## config.mk

```make
export PLATFORM = sky130hd
export DESIGN_NAME = pixel_stream_tx
export DESIGN_NICKNAME = d
export VERILOG_FILES = /design/src/rtl/pixel_pkg.sv /design/src/rtl/sync_fifo.sv /design/src/rtl/pixel_stream_tx.sv
export SDC_FILE = /design/constraint.sdc
export NUM_CORES = 1
export LEC_CHECK = 0
export CAP_MARGIN = 15
export CORE_MARGIN = 4
export CORE_UTILIZATION = 45
export CTS_CLUSTER_DIAMETER = 60
export CTS_CLUSTER_SIZE = 12
export DETAILED_ROUTE_END_ITERATION = 8
export HOLD_SLACK_MARGIN = 0.05
export PLACE_DENSITY = 0.72
export SYNTH_ARGS = -nofsm -noshare
export SYNTH_HDL_FRONTEND = slang
export SYNTH_HIERARCHICAL = 1
export SYNTH_SLANG_ARGS = --single-unit
```

## constraint.sdc

```tcl
create_clock -name clk -period 6.8 [get_ports clk]
set_clock_uncertainty 0.15 [all_clocks]
set_input_delay 0.68 -clock clk [delete_from_list [all_inputs] [get_ports clk]]
set_output_delay 0.68 -clock clk [all_outputs]
set_load 0.02 [all_outputs]
```

## src/rtl/pixel_pkg.sv

```systemverilog
// Shared types for the RGB111 pixel transmit path.
package pixel_pkg;

    typedef logic [2:0] pixel_t;

    typedef enum logic [1:0] {IDLE, RUN, DONE} tx_state_t;

endpackage

```

## src/rtl/sync_fifo.sv

```systemverilog
// First-word-fall-through FIFO: rd_data always shows the head entry.
module sync_fifo #(
    parameter int WIDTH = 3,
    parameter int DEPTH = 4
) (
    input  logic             clk,
    input  logic             rst,
    input  logic             wr_en,
    input  logic [WIDTH-1:0] wr_data,
    input  logic             rd_en,
    output logic [WIDTH-1:0] rd_data,
    output logic             full,
    output logic             empty
);

    localparam int AW = $clog2(DEPTH);

    logic [WIDTH-1:0] mem [DEPTH];
    logic [AW-1:0]    wr_ptr;
    logic [AW-1:0]    rd_ptr;
    logic [AW:0]      count;
    logic             do_wr;
    logic             do_rd;

    // full is judged before any same-cycle pop, so a pop never makes room for a write
    assign do_wr   = wr_en && !full;
    assign do_rd   = rd_en && !empty;
    assign full    = (count == (AW+1)'(DEPTH));
    assign empty   = (count == '0);
    assign rd_data = mem[rd_ptr];

    always_ff @(posedge clk) begin
        if (do_wr) begin
            mem[wr_ptr] <= wr_data;
        end
    end

    always_ff @(posedge clk) begin
        if (rst) begin
            wr_ptr <= '0;
            rd_ptr <= '0;
            count  <= '0;
        end else begin
            if (do_wr) begin
                wr_ptr <= wr_ptr + 1'b1;
            end
            if (do_rd) begin
                rd_ptr <= rd_ptr + 1'b1;
            end
            case ({do_wr, do_rd})
                2'b10:   count <= count + 1'b1;
                2'b01:   count <= count - 1'b1;
                default: count <= count;
            endcase
        end
    end

endmodule

```

## src/rtl/pixel_stream_tx.sv

```systemverilog
// Streams buffered RGB111 pixels as one framed H_ACTIVE x V_ACTIVE frame per start pulse.
module pixel_stream_tx
    import pixel_pkg::*;
#(
    parameter int H_ACTIVE = 8,
    parameter int V_ACTIVE = 4,
    parameter int DEPTH    = 4
) (
    input  logic       clk,
    input  logic       rst,
    input  logic       start,
    input  logic       wr_en,
    input  logic [2:0] wr_data,
    output logic       full,
    output logic       overflow,
    output logic       tx_valid,
    input  logic       tx_ready,
    output logic [2:0] tx_data,
    output logic       tx_sof,
    output logic       tx_eol,
    output logic       frame_done,
    output logic       busy
);

    localparam int XW = (H_ACTIVE > 1) ? $clog2(H_ACTIVE) : 1;
    localparam int YW = (V_ACTIVE > 1) ? $clog2(V_ACTIVE) : 1;
    localparam logic [XW-1:0] X_LAST = XW'(H_ACTIVE - 1);
    localparam logic [YW-1:0] Y_LAST = YW'(V_ACTIVE - 1);

    tx_state_t     state_q;
    tx_state_t     state_d;
    logic [XW-1:0] x;
    logic [YW-1:0] y;
    pixel_t        head;
    logic          empty;
    logic          transfer;
    logic          last_pixel;

    assign transfer   = tx_valid && tx_ready;
    assign last_pixel = (x == X_LAST) && (y == Y_LAST);

    sync_fifo #(
        .WIDTH (3),
        .DEPTH (DEPTH)
    ) u_fifo (
        .clk     (clk),
        .rst     (rst),
        .wr_en   (wr_en),
        .wr_data (wr_data),
        .rd_en   (transfer),
        .rd_data (head),
        .full    (full),
        .empty   (empty)
    );

    always_ff @(posedge clk) begin
        if (rst) begin
            state_q <= IDLE;
        end else begin
            state_q <= state_d;
        end
    end

    // tx_data is forced to zero while not valid so the unreset FIFO storage never leaks out
    always_comb begin
        state_d    = state_q;
        tx_valid   = 1'b0;
        tx_data    = 3'b000;
        tx_sof     = 1'b0;
        tx_eol     = 1'b0;
        busy       = (state_q != IDLE);
        frame_done = (state_q == DONE);
        case (state_q)
            IDLE: begin
                if (start) begin
                    state_d = RUN;
                end
            end
            RUN: begin
                tx_valid = !empty;
                tx_data  = empty ? 3'b000 : head;
                tx_sof   = !empty && (x == '0) && (y == '0);
                tx_eol   = !empty && (x == X_LAST);
                if (transfer && last_pixel) begin
                    state_d = DONE;
                end
            end
            DONE: begin
                state_d = IDLE;
            end
            default: begin
                state_d = IDLE;
            end
        endcase
    end

    always_ff @(posedge clk) begin
        if (rst) begin
            x <= '0;
            y <= '0;
        end else if (transfer) begin
            if (x == X_LAST) begin
                x <= '0;
                y <= (y == Y_LAST) ? '0 : y + 1'b1;
            end else begin
                x <= x + 1'b1;
            end
        end
    end

    always_ff @(posedge clk) begin
        if (rst) begin
            overflow <= 1'b0;
        end else if (wr_en && full) begin
            overflow <= 1'b1;
        end
    end

endmodule
```

=== After elaboration in Yosys (flattened, before gate mapping) ===
Memories as Yosys holds them, arrays and structs flattened. A register that Yosys moved wholly into a read port is not among the register bits.
Cells that the tools add are included.

* Add/subtract/negate cells: 6
* Equal/unequal tests: 9
* Muxes and demuxes: 15
* Reductions and logical operators: 19

{| class="wikitable"
|+ Operators with widths
! operator !! number
|-
| $mux W2 || 5
|-
| $logic_and A1 B1 Y1 || 9
|-
| $mux W3 || 3
|-
| $add A2 B1 Y2 const B || 3
|-
| $add A3 B1 Y3 const B || 2
|-
| $eq A2 B2 Y1 const B || 3
|-
| $eq A3 B3 Y1 const B || 2
|-
| $logic_not A3 Y1 || 2
|-
| $pmux W3 S2 || 1
|-
| $mux W1 || 5
|-
| $eq A2 B1 Y1 const B || 2
|-
| $logic_not A2 Y1 || 2
|-
| $ne A2 B2 Y1 const B || 2
|-
| $pmux W2 S2 || 1
|-
| $reduce_and A2 Y1 || 2
|-
| $reduce_bool A2 Y1 || 2
|-
| $sub A3 B1 Y3 const B || 1
|-
| $logic_not A1 Y1 || 2
|}

* Bits in registers: 15
* Memory bits (writable): 12
* Output and inout port bits: 10
* Logic and storage cells: 57
* Memories: 1

{| class="wikitable"
|+ Memories
! name !! depth !! width !! read ports !! clocked after Yosys merged registers in !! wr ports !! line !! RTL
|-
| u_fifo.mem || 4 || 3 || 1 || 1 || 1 || sync_fifo.sv:18 || <nowiki>logic [WIDTH-1:0] mem [DEPTH];</nowiki>
|}

=== Longest topological paths before layout ===
Gate-level depths: netlist of the first run.

* Depth in word-level cells: 7
* Mapped depth: 11
* Gate-level depth less buffers: 10

=== Modules after synthesis ===
The synthesis of the first run kept the hierarchy.

{| class="wikitable"
|+ By module, submodules not included
! module !! times used !! cells an instance !! area each (µm²) !! seq. area each (µm²)
|-
| sync_fifo || 1 || 69 || 913.4 || 540.5
|-
| pixel_stream_tx || 1 || 48 || 454.2 || 160.2
|}

=== Worst setup path before layout of the first run ===
No wires, ideal clock.

* Path type: input to register
* From: in tx_ready
* To: reg u_fifo.count[2]
* Library setup time: 70 ps
* Arrival time: 2266 ps
* Data required time: 6580 ps
* Slack: 4314 ps
* Cell stages on the path: 10
* Path buffers: 1
* Cell sequence: and4bb_1 -> buf_6 -> o31ai_2 -> inv_1 -> ha_1 -> inv_1 -> fa_1 -> xor2_1 -> or3_1 -> a21oi_1

* Longest elaborated chain between the ends: 4
* Elaborated cells on any way between the ends: 6

{| class="wikitable"
|+ Ends and longest elaborated chain
! element !! line !! RTL
|-
| start: declaration || pixel_stream_tx.sv:17 || <nowiki>input logic tx_ready,</nowiki>
|-
| $logic_and A1 B1 Y1 (*) || pixel_stream_tx.sv:39 || <nowiki>assign transfer = tx_valid && tx_ready;</nowiki>
|-
| via transfer || pixel_stream_tx.sv:36 || <nowiki>logic transfer;</nowiki>
|-
| $logic_and A1 B1 Y1 (*) || sync_fifo.sv:27 || <nowiki>assign do_rd = rd_en && !empty;</nowiki>
|-
| via u_fifo.do_rd || sync_fifo.sv:23 || <nowiki>logic do_rd;</nowiki>
|-
| $eq A2 B1 Y1 or $eq A2 B2 Y1 (tied branches) || sync_fifo.sv:50 || <nowiki>case ({do_wr, do_rd})</nowiki>
|-
| $pmux W3 S2 or $reduce_bool A2 Y1 (tied branches) || - ||
|-
| end signal: assignment || sync_fifo.sv:51 || <nowiki>2'b10: count <= count + 1'b1;</nowiki>
|-
| end signal: assignment || sync_fifo.sv:52 || <nowiki>2'b01: count <= count - 1'b1;</nowiki>
|-
| end signal: assignment || sync_fifo.sv:53 || <nowiki>default: count <= count;</nowiki>
|-
| end: declaration || sync_fifo.sv:21 || <nowiki>logic [AW:0] count;</nowiki>
|}

Mark *: on every way through the listed nets, which the timed path passes. The rest lies on a longest branch.
A chain may end at the register's enable or synchronous reset.

=== Worst setup path after layout of the first run ===
* From: reg u_fifo.count[0]
* To: out tx_sof

* Longest elaborated chain between the ends: 5

{| class="wikitable"
|+ Ends and longest elaborated chain
! element !! line !! RTL
|-
| $logic_not A3 Y1 || sync_fifo.sv:29 || <nowiki>assign empty = (count == '0);</nowiki>
|-
| via empty || pixel_stream_tx.sv:35 || <nowiki>logic empty;</nowiki>
|-
| $logic_not A1 Y1 || pixel_stream_tx.sv:82 || <nowiki>tx_sof = !empty && (x == '0) && (y == '0);</nowiki>
|-
| $logic_and A1 B1 Y1 (2 in series) || pixel_stream_tx.sv:82 ||
|-
| $mux W1 || pixel_stream_tx.sv:73 || <nowiki>case (state_q)</nowiki>
|-
| end: declaration || pixel_stream_tx.sv:19 || <nowiki>output logic tx_sof,</nowiki>
|}

The timed path passes the listed nets, and every way through them passes these cells.

==> flow_metrics.env, run 1 <==
export IMPL_status="complete, no violations"
export IMPL_drt_iter0_drc=21
export IMPL_viasPerCell=5.27
export IMPL_synth_area_per_cell_um2=11.7
export IMPL_max_vdd_ir_drop_mv=0.103
export IMPL_cts_resized=0
export IMPL_cp_start_kind="flip-flop"
export IMPL_async_reset_ff_frac=0
export IMPL_port_buffers=17
export IMPL_syn_inst=117
export IMPL_fill_cells=246
export IMPL_antenna_found_initial=0
export IMPL_initial_core_util=0.483
export IMPL_p_sw_w=0.0000803
export IMPL_slew_violations=0
export IMPL_finalInstanceArea_um2=1610
export IMPL_overflow=0
export IMPL_drc=0
export IMPL_tritoncts="built"
export IMPL_clock_sinks=29
export IMPL_comb_power_share=0.130
export IMPL_numCtsBuffers=5
export IMPL_design_portCount=18
export IMPL_worst_slew_pin_transition_ns=0.662
export IMPL_h_tree_depth=2
export IMPL_root_buffer="clkbuf_4"
export IMPL_crit_path_end_kind="output pin"
export IMPL_syn_cell_area_um2=1370
export IMPL_synth_distinct_cells=34
export IMPL_setup_tns_ns=0
export IMPL_cp_max_fo=6
export IMPL_p_clk_frac=0.279
export IMPL_clockBufferDepth=2
export IMPL_synth_xor_area_frac=0.0192
export IMPL_synth_adder_area_share=0.106
export IMPL_syn_to_final_growth_pct=17.5
export IMPL_synth_fp_nets=136
export IMPL_layout_drive_gt1_share=0.101
export IMPL_synth_area_leaders="edfxtp_1 26%, dfxtp_1 25%, ha_1 9.1%, mux4_2 4.9%, and2_1 3.7%"
export IMPL_clk_latency_ns=0.31
export IMPL_place_congestion=0.706
export IMPL_fin_crit_sh=0.455
export IMPL_vias=896
export IMPL_hp_class="flip-flop to flip-flop"
export IMPL_muxShareOfSynthArea=0.0714
export IMPL_place_ws_ns=3.54
export IMPL_synth_compound_area_frac=0.0640
export IMPL_power_density_nw_per_um2=205
export IMPL_fin_nets=157
export IMPL_routedWlPerCell_um=13.1
export IMPL_cp_arrival_ns=2.26
export IMPL_dp_final_hpwl_um=1730
export IMPL_diodes=0
export IMPL_die_w_um=63.1
export IMPL_swShare=0.244
export IMPL_grt_pass1_wl_um=3960
export IMPL_total_power_w=0.000329
export IMPL_routed_wl_um=2230
export IMPL_synth_top_family_by_area="simple AND/OR/NAND/NOR gates"
export IMPL_track_usage=0.129
export IMPL_setup_viol=0
export IMPL_place_area_um2=1560
export IMPL_die_y_um=63.1
export IMPL_grt_pass1_vias=932
export IMPL_final_core_util=0.568
export IMPL_synth_flop_cell="dfxtp_1"
export IMPL_cts_setup_buffers=0
export IMPL_synth_top_cell_area_share=0.263
export IMPL_yosys_area_share_simple=0.180
export IMPL_seq_power_share=0.591
export IMPL_max_freq_mhz=324
export IMPL_p_int_w=0.000249
export IMPL_crit_required_ns=5.97
export IMPL_cap_violations=0
export IMPL_final_hold_viol_count=0
export IMPL_dr_pass1_iters=4
export IMPL_worstSetupPathType="flip-flop to output pin"
export IMPL_cts_hold_buf=0
export IMPL_yosys_warnings=6
export IMPL_slew_headroom=0.557
export IMPL_yosysTopAreaCell="edfxtp_1"
export IMPL_ys_seq_area_frac=0.512
export IMPL_ant_nets=0
export IMPL_grt_start_max_net_pins=20
export IMPL_core_area_um2=2830
export IMPL_rsz0062_at_grt="false"
export IMPL_fin_ws_ns=3.71
export IMPL_period_needed_ns=3.09
export IMPL_synth_seq_cells=29
export IMPL_path_clk_slew_ns=0.07
export IMPL_rows=19
export IMPL_synth_most_common_cell="dfxtp_1"
export IMPL_leakagePower_nw=0.601
export IMPL_synth_common_cells="17 x dfxtp_1, 12 x edfxtp_1, 12 x inv_1"
export IMPL_die_area_um2=3980
export IMPL_synth_edff_count=12
==> critical path, cell delays in order, from the launching register on <==
cell,delay (ns)
dfxtp_1,0.46
nor3_2,0.10
nor3b_1,0.53
and4b_1,0.27
clkdlybuf4s50_1,0.60
==> power by group through the flow <==
stage	Combinational (W)	Clock [W]	Sequential (W)
2_1_floorplan	0.0000281	0	0.000197
3_3_place_gp	0.0000416	0	0.000198
3_5_place_dp	0.0000434	0	0.000199
4_1_cts	0.0000436	0.0000970	0.000195
5_1_grt	0.0000475	0.000107	0.000196
6_report	0.0000427	0.0000919	0.000195
==> layout by cell type, fill, tap and decap left out, drive strengths merged, types with 2 or more instances in the layout <==
cell type      netlist  layout
o31ai                3       3
nand3                2       2
inv                 12      12
mux4                 3       3
nand2b               3       3
clkbuf               1       7
and2                 9       9
a21oi                6       6
mux2i                3       3
ha                  10      10
o21ai                3       3
edfxtp              12      12
nor3b                2       2
nor2                11      11
dfxtp               17      17
nor3                 2       2
clkdlybuf4s50        0      17
or3                  3       3
xor2                 3       3
==> path summary, 6_finish.rpt <==
| check | slack (ns) | startpoint | endpoint | depth (start not counted) |
|---|---|---|---|---|
| worst max-delay path | 3.71 | u_fifo/count[0] | tx_sof | 4 |
| worst max register to register | 4.01 | u_fifo/count[0] | u_fifo/count[2] | 10 |
| worst min register to register | 0.34 | overflow | overflow | 2 |
| worst min-delay path | 0.34 | overflow | overflow | 2 |
==> flip-flops by register name, indices dropped and copies added, names as in the netlist, named ones only <==
| register | count |
|---|---|
| u_fifo/mem | 12 |
| u_fifo/count | 3 |
| x | 3 |
| state_q | 2 |
| u_fifo/rd_ptr | 2 |
| u_fifo/wr_ptr | 2 |
| y | 2 |
| overflow | 1 |
==> per-stage QoR <==
stage / cells / hold slack (ns)
finish: 170 / 0.335
global route: 170 / 0.371
CTS: 170 / 0.340
detailed placement: 162 / 0.316
global placement: 162 / 0.302
floorplan: 117 / 0.309
==> cell type report <==
type	count	area [µm²]	area share
Clock buffer	7	45.0	0.0280
Tap cell	31	38.8	0.0241
Multi-Input combinational cell	73	603	0.375
Clock inverter	1	3.75	0.00234
Timing Repair Buffer	17	170	0.106
Inverter	12	45.0	0.0280
Sequential cell	29	701	0.436
==> kinds of logic (layout without fill, tap and decap cells) <==
group           after synthesis  count (layout)
simple gates                 40              40
flops                        29              29
buf+inv                      15              37
compound gates               13              13
fa+ha+maj                    11              11
mux                           6               6
xor+xnor                      3               3
==> per-layer routing <==
layer / global-route usage / share of wire / up-vias
met5: 0 / 0 / -
met4: 0.0579 / 0.012 / 0
met3: 0.0586 / 0.053 / 4
met2: 0.220 / 0.50 / 17
met1: 0.136 / 0.43 / 423
li1: - / - / 452
Power figures use the tool's default switching activity.
==> run 2, diff against run 1 <==
--- a/config.mk
+++ b/config.mk
@@ -12,7 +12,7 @@
 export CTS_CLUSTER_SIZE = 12
 export DETAILED_ROUTE_END_ITERATION = 8
 export HOLD_SLACK_MARGIN = 0.05
-export PLACE_DENSITY = 0.72
+export PLACE_DENSITY = 0.75
 export SYNTH_ARGS = -nofsm -noshare
 export SYNTH_HDL_FRONTEND = slang
 export SYNTH_HIERARCHICAL = 1
==> constraint.sdc (replaced) <==
create_clock -name clk -period 2.6 [get_ports clk]
set_clock_uncertainty 0.15 [all_clocks]
set_input_delay 0.26 -clock clk [delete_from_list [all_inputs] [get_ports clk]]
set_output_delay 0.26 -clock clk [all_outputs]
set_load 0.02 [all_outputs]
==> run 2 against run 1 <==
Compared with the run above:
- first-iteration DRC count rose by 67%
- combinational power rose to 3.0 times the previous value
- largest power group unchanged
- sequential power rose to 2.6 times the previous value
- non-clock buffer count rose by 6
- design area rose by 2.9%
==> flow_metrics.env, run 2 (synthesized netlist as in run 1, its figures left out) <==
export IMPL_cp_max_fo=5
export IMPL_place_congestion=0.739
export IMPL_layout_common_cells="17 x clkdlybuf4s50_1, 16 x dfxtp_1, 12 x inv_1, 12 x edfxtp_1, 11 x nor2_1"
export IMPL_p_sw_w=0.000217
export IMPL_clock_sinks=29
export IMPL_hp_start="x[1]"
export IMPL_clk_latency_ns=0.32
export IMPL_final_hold_viol_count=0
export IMPL_dr_pass1_iters=4
export IMPL_path_clk_slew_ns=0.09
export IMPL_fin_nets=163
export IMPL_rsz0062_at_grt="false"
export IMPL_cp_num_cells=10
export IMPL_seq_power_share=0.574
export IMPL_design_portCount=18
export IMPL_path_buf_inv=2
export IMPL_crit_chain="nor3_2 > and4bb_1 > o31ai_2 > inv_1 > ha_1 > inv_1 > fa_1 > xor2_1 > or3_1 > a21oi_1"
export IMPL_die_area_um2=3980
export IMPL_reg_top3="u_fifo/mem (12), u_fifo/count (3), x (3)"
export IMPL_drt_iter0_drc=35
export IMPL_routed_wl_um=2280
export IMPL_layout_commonest_cell="clkdlybuf4s50_1"
export IMPL_cts_resized=0
export IMPL_layout_cells_non_filler=176
export IMPL_fin_crit_sh=0.952
export IMPL_comb_power_share=0.147
export IMPL_clockBufferDepth=2
export IMPL_max_stage_delay_ns=0.38
export IMPL_slew_violations=0
export IMPL_largest_reg_flops=12
export IMPL_setup_tns_ns=0
export IMPL_port_buffers=17
export IMPL_period_needed_ns=2.48
export IMPL_crit_slowest_cell="dfxtp_2"
export IMPL_antenna_found_initial=0
export IMPL_overflow=0
export IMPL_grt_start_max_net_pins=20
export IMPL_die_w_um=63.1
export IMPL_swShare=0.247
export IMPL_crit_required_ns=2.69
export IMPL_timing_rr_start="u_fifo/count[2]"
export IMPL_layout_drive_gt1_share=0.145
export IMPL_p_clk_frac=0.279
export IMPL_place_area_um2=1600
export IMPL_vias=893
export IMPL_cp_start_kind="flip-flop"
export IMPL_numCtsBuffers=5
export IMPL_p_int_w=0.000661
export IMPL_cp_top_family="simple AND/OR/NAND/NOR gates"
export IMPL_diodes=0
export IMPL_grt_pass1_vias=960
export IMPL_cap_violations=0
export IMPL_max_freq_mhz=404
export IMPL_worstSetupPathType="flip-flop to flip-flop"
export IMPL_hp_class="flip-flop to flip-flop"
export IMPL_routedWlPerCell_um=13.0
export IMPL_syn_to_final_growth_pct=20.9
export IMPL_viasPerCell=5.07
export IMPL_initial_core_util=0.483
export IMPL_max_vdd_ir_drop_mv=0.259
export IMPL_min_path_cells=2
export IMPL_cts_hold_buf=0
export IMPL_ant_nets=0
export IMPL_grt_pass1_wl_um=4030
export IMPL_finalInstanceArea_um2=1650
export IMPL_track_usage=0.135
export IMPL_status="complete, no violations"
export IMPL_rows=19
export IMPL_cts_setup_buffers=0
export IMPL_drc=0
export IMPL_core_area_um2=2830
export IMPL_h_tree_depth=2
export IMPL_crit_path_end_kind="flip-flop"
export IMPL_slew_headroom=0.555
export IMPL_total_power_w=0.000878
export IMPL_setup_viol=0
export IMPL_root_buffer="clkbuf_4"
export IMPL_worst_slew_pin_transition_ns=0.665
export IMPL_regMostFlops="u_fifo/mem"
export IMPL_dp_cells=168
export IMPL_cp_common_cell="inv_1"
export IMPL_dp_final_hpwl_um=1770
export IMPL_startpoint="u_fifo/count[2]"
export IMPL_cp_arrival_ns=2.56
export IMPL_power_density_nw_per_um2=531
export IMPL_tritoncts="built"
export IMPL_die_y_um=63.1
export IMPL_leakagePower_nw=0.633
export IMPL_reg2reg_depth=10
[run 2: cell count changes in the layout (fill, tap and decap cells not counted), sizes merged]
cell	delta
buf	+6
[run 2: worst register-to-register path, stage by stage (launching register included)]
cell	delay (ns)
dfxtp_2	0.38
nor3_2	0.08
and4bb_1	0.32
o31ai_2	0.10
inv_1	0.08
ha_1	0.19
inv_1	0.07
fa_1	0.38
xor2_1	0.17
or3_1	0.33
a21oi_1	0.16
[run 2: power by group through the flow]
stage	Clock, W	Combinational, W	Sequential [W]
6_report	0.000245	0.000129	0.000504
5_1_grt	0.000279	0.000144	0.000507
4_1_cts	0.000257	0.000131	0.000504
3_5_place_dp	0	0.000130	0.000515
3_3_place_gp	0	0.000125	0.000514
2_1_floorplan	0	0.0000736	0.000516
[run 2: layout make-up]
class	count	area, µm²
multi-input cells	73	603
repair buffers	23	215
inverters	12	45.0
clock inverters	1	3.75
well taps	31	38.8
flip-flops and latches	29	702
clock buffers	7	45.0
fillers	239	1180
[run 2: final timing paths]
path | slack (ns) | endpoint
setup / recovery | 0.12 | u_fifo/count[2]
hold / removal | 0.34 | x[1]
setup reg to reg | 0.12 | u_fifo/count[2]
hold reg to reg | 0.34 | x[1]
[run 2: metal layers]
| metal | global-route usage | part of all wire |
|---|---|---|
| met1 | 0.147 | 0.45 |
| met2 | 0.228 | 0.49 |
| met3 | 0.0426 | 0.042 |
| met4 | 0.0826 | 0.026 |
| met5 | 0 | 0 |
[run 2: metrics by stage]
stage	util	setup slack [ns]	hold slack, ns
finish	0.584	0.125	0.342
global route	0.584	0.00901	0.367
CTS	0.584	0.0526	0.348
detailed placement	0.567	-0.0332	0.329
global placement	0.567	0.116	0.322
floorplan	-	0.161	0.209
==> run 3, diff against run 2 <==
--- a/config.mk
+++ b/config.mk
@@ -12,7 +12,7 @@
 export CTS_CLUSTER_SIZE = 12
 export DETAILED_ROUTE_END_ITERATION = 8
 export HOLD_SLACK_MARGIN = 0.05
-export PLACE_DENSITY = 0.75
+export PLACE_DENSITY = 0.68
 export SYNTH_ARGS = -nofsm -noshare
 export SYNTH_HDL_FRONTEND = slang
 export SYNTH_HIERARCHICAL = 1
==> run 3 against run 2 <==
Compared with the run above:
- setup slack improved by 0.10 ns
- critical path depth fell by 7
- sequential power rose by 1%
- largest cell class unchanged
- non-clock buffer count fell by 3
- first-iteration DRC count fell by 8.6%
- register-to-register slack improved by 0.12 ns
- routed wire length fell by 8.4%
- fmax rose by 4.2%
- die area did not move
- highest routed layer unchanged
- design area fell by 1.1%
- cell count fell by 1.7%
- largest power group unchanged
- via count rose by 0.11%
==> flow_metrics.env, run 3 (synthesized netlist as in run 1, its figures left out) <==
export IMPL_status="complete, no violations"
export IMPL_worst_slew_pin_transition_ns=0.669
export IMPL_h_tree_depth=2
export IMPL_cp_max_fo=3
export IMPL_power_density_nw_per_um2=531
export IMPL_dp_final_hpwl_um=1620
export IMPL_tritoncts="built"
export IMPL_numCtsBuffers=5
export IMPL_reg2reg_slack_ns=0.24
export IMPL_seq_power_share=0.587
export IMPL_fin_ws_ns=0.225
export IMPL_path_clk_slew_ns=0.09
export IMPL_setup_tns_ns=0
export IMPL_diodes=0
export IMPL_rsz0062_at_grt="false"
export IMPL_rows=19
export IMPL_max_freq_mhz=421
export IMPL_routed_wl_um=2090
export IMPL_die_w_um=63.1
export IMPL_antenna_found_initial=0
export IMPL_layout_commonest_cell="clkdlybuf4s50_1"
export IMPL_crit_required_ns=2.19
export IMPL_final_hold_viol_count=0
export IMPL_layout_drive_gt1_share=0.155
export IMPL_fin_nets=160
export IMPL_dp_cells=165
export IMPL_design_portCount=18
export IMPL_grt_pass1_vias=871
export IMPL_cp_start_kind="flip-flop"
export IMPL_regMostFlops="u_fifo/mem"
export IMPL_comb_power_share=0.133
export IMPL_initial_core_util=0.483
export IMPL_core_area_um2=2830
export IMPL_root_buffer="clkbuf_4"
export IMPL_ant_nets=0
export IMPL_grt_start_max_net_pins=20
export IMPL_swShare=0.246
export IMPL_port_buffers=17
export IMPL_track_usage=0.123
export IMPL_routedWlPerCell_um=12.1
export IMPL_path_buf_inv=1
export IMPL_max_stage_delay_ns=0.53
export IMPL_worstSetupPathType="flip-flop to output pin"
export IMPL_drt_iter0_drc=32
export IMPL_overflow=0
export IMPL_hp_class="flip-flop to flip-flop"
export IMPL_crit_slowest_cell="mux4_2"
export IMPL_drc=0
export IMPL_final_core_util=0.578
export IMPL_layout_common_cells="17 x clkdlybuf4s50_1, 14 x dfxtp_1, 12 x inv_1, 12 x edfxtp_1, 11 x nor2_1"
export IMPL_syn_to_final_growth_pct=19.6
export IMPL_fill_cells=233
export IMPL_vias=894
export IMPL_slew_violations=0
export IMPL_cp_arrival_ns=1.97
export IMPL_cap_violations=0
export IMPL_p_clk_frac=0.280
export IMPL_max_vdd_ir_drop_mv=0.309
export IMPL_crit_path_end_kind="output pin"
export IMPL_p_int_w=0.000655
export IMPL_p_sw_w=0.000213
export IMPL_period_needed_ns=2.38
export IMPL_fin_crit_sh=0.914
export IMPL_slew_headroom=0.553
export IMPL_layout_cells_non_filler=173
export IMPL_reg_top3="u_fifo/mem (12), u_fifo/count (3), x (3)"
export IMPL_die_y_um=63.1
export IMPL_place_congestion=0.735
export IMPL_crit_chain="mux4_2 > and2_1 > clkdlybuf4s50_1"
export IMPL_seq_area_um2=704
export IMPL_leakagePower_nw=0.622
export IMPL_setup_viol=0
export IMPL_cts_hold_buf=0
export IMPL_viasPerCell=5.17
export IMPL_multiInputGateArea_um2=603
export IMPL_place_ws_ns=0.0729
export IMPL_clockBufferDepth=2
export IMPL_largest_reg_flops=12
export IMPL_clk_latency_ns=0.31
export IMPL_clock_sinks=29
export IMPL_dr_pass1_iters=4
export IMPL_cp_top_family="multiplexers"
export IMPL_grt_pass1_wl_um=3820
export IMPL_die_area_um2=3980
[run 3: final timing paths]
| check | to | start | cells after the start |
|---|---|---|---|
| max | tx_data[1] | flip-flop | 3 |
| min | x[1] | x[1] | 2 |
| max reg2reg | u_fifo/count[2] | u_fifo/count[1] | 10 |
| min reg2reg | x[1] | x[1] | 2 |
[run 3: final cells by class]
class | count | share of cell area
Clock inverter | 2 | 0.00612
Clock buffer | 6 | 0.0252
Inverter | 12 | 0.0275
Timing Repair Buffer | 20 | 0.118
Sequential cell | 29 | 0.431
Multi-Input combinational cell | 73 | 0.369
Tap cell | 31 | 0.0237
[run 3: worst register-to-register path: stages (launching register included)]
cell and delay, ns:
dfxtp_2 0.39, nor3_2 0.08, and4bb_1 0.31, o31ai_2 0.09, inv_1 0.06, ha_1 0.16
inv_1 0.06, fa_1 0.38, xor2_1 0.16, or3_1 0.30, a21oi_1 0.14
[run 3: routing by layer]
layer	track usage	vias to the layer above	wire, µm
li1	-	451	-
met1	0.153	420	978
met2	0.192	21	987
met3	0.0462	2	108
met4	0.0496	0	19
met5	0	-	0
[run 3: what timing repair did]
item,4_1_cts,5_1_grt
resized for setup,0,3
setup buffers,0,0
endpoints found under the setup margin,0,1
hold endpoints to repair,0,0
[run 3: power by group through the flow]
stage          clock network [W]  logic [W]  registers, W
2_1_floorplan                  0  0.0000736      0.000516
3_3_place_gp                   0   0.000114      0.000518
3_5_place_dp                   0   0.000116      0.000520
4_1_cts                 0.000255   0.000118      0.000509
5_1_grt                 0.000275   0.000130      0.000514
6_report                0.000243   0.000116      0.000510
[run 3: metrics by stage]
stage	hold WS [ns]	instance area (µm²)	total power (W)
after global routing	0.394	1640	0.000919
after CTS	0.344	1630	0.000882
after global placement	0.299	1580	0.000632
final	0.344	1640	0.000869
after floorplan	0.209	1370	0.000590
after detailed placement	0.332	1580	0.000636
==> RTL change 1: new RTL, settings of run 3 <==
Encoding of `tx_state_t`: now one-hot (3 bits for 3 states).
--- a/src/rtl/pixel_pkg.sv
+++ b/src/rtl/pixel_pkg.sv
@@ -4,5 +4,5 @@
     typedef logic [2:0] pixel_t;
 
-    typedef enum logic [1:0] {IDLE, RUN, DONE} tx_state_t;
+    typedef enum logic [2:0] {IDLE = 3'b001, RUN = 3'b010, DONE = 3'b100} tx_state_t;
 
 endpackage
Check against the original RTL: same outputs for any inputs over 10 cycles, from zero or initial values and one cycle with rst high; not proved beyond that.
==> RTL change 1 against run 3 <==
Via count is 12% higher. Synthesized area increased by 4.2%. Routed wire length is 18% higher. Power increased by 11%. Global-route usage rose by 1.3 points. Register-to-register slack worse by 0.06 ns. Design area is 8.3% higher. Combinational power shrank 21%. Worst hold slack worse by 0.0057 ns. First-iteration DRC count is 130% higher. Final cell count grew 14%. Setup slack got worse by 0.054 ns. Sequential cell count increased by 1.
==> RTL change 1: results (changes against run 3) <==
[hold_path]
worst_hold_startpoint = x[2]$_SDFFE_PP0P_
hold-path-endpoint = x[2]$_SDFFE_PP0P_

[finish]
final_design_utilization_pct = 57.99  ; +0.19 points
layout.non_clock_inverters = 13  ; +1
buffers_excl_clock = 24  ; +20%
multiInputCombCellCount = 79  ; +8.2%
multiInputGateArea_um2 = 643.1  ; +6.6%
layout-drive-gt1-share_pct = 18.18  ; +2.7 points
area.share.sequential_pct = 40.85  ; -2.2 points
finish.net_count = 172  ; +7.5%
fraction_of_cell_area_in_non_clock_buffers_pct = 12.58  ; +0.80 points
sequential_cell_total = 30  ; +3.4%
layout.clock.cell_area_share_pct = 4.382  ; +1.2 points
area_growth_syn_to_layout_pct = 24.23
fillCellCount = 260  ; +12%

[timing]
max_freq_mhz = 411.7  ; -2.2%
max_slew_margin_pct = 78.71  ; +23 points
final.hold.worst_slack_ns = 0.3385  ; -0.005721 ns

[logic_synthesis]
avgSynthCellArea_um2 = 11.40  ; -2.5%
post_synth_most_frequent_cells = 18 x sky130_fd_sc_hd__dfxtp_1, 13 x sky130_fd_sc_hd__inv_1, 12 x sky130_fd_sc_hd__edfxtp_1
syn-num-nets = 144  ; +5.9%
synthTopCellsByArea = sky130_fd_sc_hd__dfxtp_1 25%, sky130_fd_sc_hd__edfxtp_1 25%, sky130_fd_sc_hd__ha_1 8.8%
portion_of_the_post_synthesis_area_used_by_sequential_elements_pct = 50.57  ; -0.66 points
synth_enable_flop_cells = 12  ; unchanged
share_of_flip_flops_with_an_asynchronous_set_or_reset_pct = 0  ; unchanged
synth.lib_cells_used.distinct = 35  ; +2.9%

[route]
wl_per_cell_um = 12.44  ; +2.9%
detailedRoute.firstIterationViolations = 75  ; +130%
wl_met3_um = 114  ; +5.6%
detail_route.wirelength_um = 2464  ; +18%
vias_per_cell = 5.061  ; -2.1%
m1WireLength_um = 1106  ; +13%
met2_wirelength_um = 1234  ; +25%

[placement]
worst_case_setup_slack_after_placement_ns = 0.1040  ; +0.03106 ns
placed_cells = 190  ; +15%
postPlaceCellArea_mm2 = 0.001688  ; +6.8%
place.gp.congestion = 0.7772  ; +5.8%
place_hpwl_um = 1910  ; +18%

[grt]
use_met1_pct = 15.26  ; -0.023 points
grtUsageTotal_pct = 13.59  ; +1.3 points
globalRouteOverflowTotal = 0  ; unchanged
maximum_number_of_pins_on_one_net_before_global_route_repair = 15  ; -25%
first_global_vias = 981  ; +13%
use_met2_pct = 22.94  ; +3.7 points
antenna_found_initial = 0  ; unchanged
grt_pass1_wl_um = 4243  ; +11%
gr-usage-met3_pct = 5.800  ; +1.2 points

[power]
peakVddDrop_v = 0.0005173  ; +68%
p_leak_nw = 0.6893  ; +11%
power_density_mw_per_mm2 = 545.5  ; +2.7%

[run_status]
outcome = finished clean

[critical_path]
worstPathArrival_ns = 2.02  ; +0.05 ns
endpoint = tx_sof
r2r_cells = 11  ; +1
timing.critical_path.fanout_max = 13  ; +10
r2r_slack_ns = 0.18  ; -0.06 ns

[cts]
clock_insertion_delay_worst_skew_ns = 0.33  ; +0.02 ns
clock_tree.root_cell = sky130_fd_sc_hd__clkbuf_4

RTL change 1: cell types whose count changed after synthesis, moves of 2 or more:
| cell | before | now |
|---|---|---|
| sky130_fd_sc_hd__nand4_1 | 0 | 2 |
| sky130_fd_sc_hd__nor3b_1 | 1 | 3 |
| sky130_fd_sc_hd__nor2_1 | 11 | 8 |
| sky130_fd_sc_hd__nand2_1 | 1 | 3 |
| sky130_fd_sc_hd__and3_1 | 0 | 2 |
| sky130_fd_sc_hd__mux2i_1 | 3 | 1 |
RTL change 1: critical path: stages (launching register included):
cell	delay [ns]
sky130_fd_sc_hd__dfxtp_2	0.38
sky130_fd_sc_hd__nor3_2	0.08
sky130_fd_sc_hd__nor4b_4	0.22
sky130_fd_sc_hd__buf_4	0.22
sky130_fd_sc_hd__and4b_1	0.20
sky130_fd_sc_hd__clkdlybuf4s50_1	0.60
RTL change 1: power breakdown:
| part | switching (mW) | internal [mW] | leakage (nW) |
|---|---|---|---|
| sequential | 0.0106 | 0.506 | 0.257 |
| clock | 0.159 | 0.199 | 0.0450 |
| combinational | 0.0473 | 0.0445 | 0.388 |
RTL change 1: kinds of logic (layout without fill, tap and decap cells):
logic type | after synthesis | count (layout) | share of synthesized area, %
and+or+nand+nor | 43 | 43 | 19.14
DFF | 30 | 30 | 50.57
AOI/OAI and AO/OA | 18 | 18 | 8.341
buffers and inverters | 16 | 45 | 4.478
adders and majority gates | 11 | 11 | 10.18
muxes | 4 | 4 | 5.443
xor gates and xnor gates | 3 | 3 | 1.844
RTL change 1: repair_timing:
item | 4_1_cts | 5_1_grt
gates resized for setup | 0 | 3
hold buffers | 0 | 0
buffers inserted | 0 | 0
endpoints found under the setup margin | 0 | 2
==> RTL change 2: new RTL, config.mk and constraints of run 3 <==
Without the edit above. `V_ACTIVE`: 4 -> 8.
--- a/src/rtl/pixel_stream_tx.sv
+++ b/src/rtl/pixel_stream_tx.sv
@@ -4,5 +4,5 @@
 #(
     parameter int H_ACTIVE = 8,
-    parameter int V_ACTIVE = 4,
+    parameter int V_ACTIVE = 8,
     parameter int DEPTH    = 4
 ) (
Function: same outputs for any inputs over 10 cycles, from zero or initial values and one cycle with rst high; that may be too few to reach the edited logic, so the function may still have changed.
==> RTL change 2 against run 3 <==
Worst hold slack worse by 0.016 ns. Routed wire length up 26%. Sequential share of layout area decreased by 1.2 points. Die area grew 3.9%. Synthesized area rose by 4.5%. Design area increased by 5.7%. Register-to-register slack worse by 0.11 ns. Non-clock buffer count is the same. Power up 4.8%. Largest cell class unchanged. Final cell count grew 13%. Setup slack worse by 0.093 ns. Sequential cell count grew 1. Sequential power up 3%.
==> RTL change 2: results (changes against run 3) <==
[power]
seq_power_share_pct = 57.8  ; -0.9 points
peakVddDrop_v = 0.0002944  ; -4.6%
comb_power_uw = 126  ; +9%
p_switching_uw = 237.7  ; +11%

[route]
vias_per_cell = 4.939  ; -4.4%
firstDrtPassIters = 3  ; -1

[finish]
layout-drive-gt1-share_pct = 15.79  ; +0.30 points
fillCellCount = 306  ; +31%
final_cell_area_excluding_filler_cells_mm2 = 0.001729  ; +5.7%
finish.net_count = 171  ; +6.9%

[logic_synthesis]
synth.lib_cells_used.distinct = 31  ; -8.8%
syn-num-nets = 146  ; +7.4%
portion_of_the_post_synthesis_area_used_by_sequential_elements_pct = 50.44  ; -0.80 points

[critical_path]
timing.critical_path.fanout_max = 5  ; +2
cp_slowest_stage_delay_ns = 0.41  ; -0.12 ns
worst_setup_path_class = reg2reg
r2r_cells = 11  ; +1
cp_slowest_cell = sky130_fd_sc_hd__dfxtp_2

[timing]
final.hold.worst_slack_ns = 0.3279  ; -0.01634 ns
worst_slew_pin_slew_ns = 0.7764  ; +0.1078 ns

[placement]
place_hpwl_um = 2014  ; +24%
place.gp.congestion = 0.7646  ; +4.1%
placed_cells = 188  ; +14%
worst_case_setup_slack_after_placement_ns = -0.01473  ; -0.08763 ns

[grt]
first_global_vias = 1004  ; +15%
maximum_number_of_pins_on_one_net_before_global_route_repair = 21  ; +5.0%
grtUsageTotal_pct = 14.89  ; +2.6 points
grt_pass1_wl_um = 4643  ; +22%

[run_status]
outcome = finished clean

==> RTL change 2: layout make-up <==
cell class,instances,area share (%)
clock buffer,6,2.388
clock inverter,2,0.5065
inverter,14,3.039
multi-input combinational,80,37.84
sequential,30,41.90
tap,44,3.184
timing repair buffer,20,11.14
==> RTL change 2: metal layers <==
metal  wire [um]  vias to the layer above  global-route usage, %
li1            -                      486                      -
met4          45                        0                  5.541
met1        1159                      461                  16.61
met2        1314                       16                  25.39
met3         118                        5                  5.975
met5           0                        -                      0
==> RTL change 2: cells by family (layout without fill, tap and decap cells) <==
group / Yosys count / in the layout / share of synthesized area [%]
simple gates: 44 / 44 / 19.53
flops: 30 / 30 / 50.44
compound gates: 17 / 17 / 7.530
buf+inv: 16 / 42 / 4.203
fa+ha+maj: 12 / 12 / 11.03
mux: 4 / 4 / 5.429
xor+xnor: 3 / 3 / 1.839
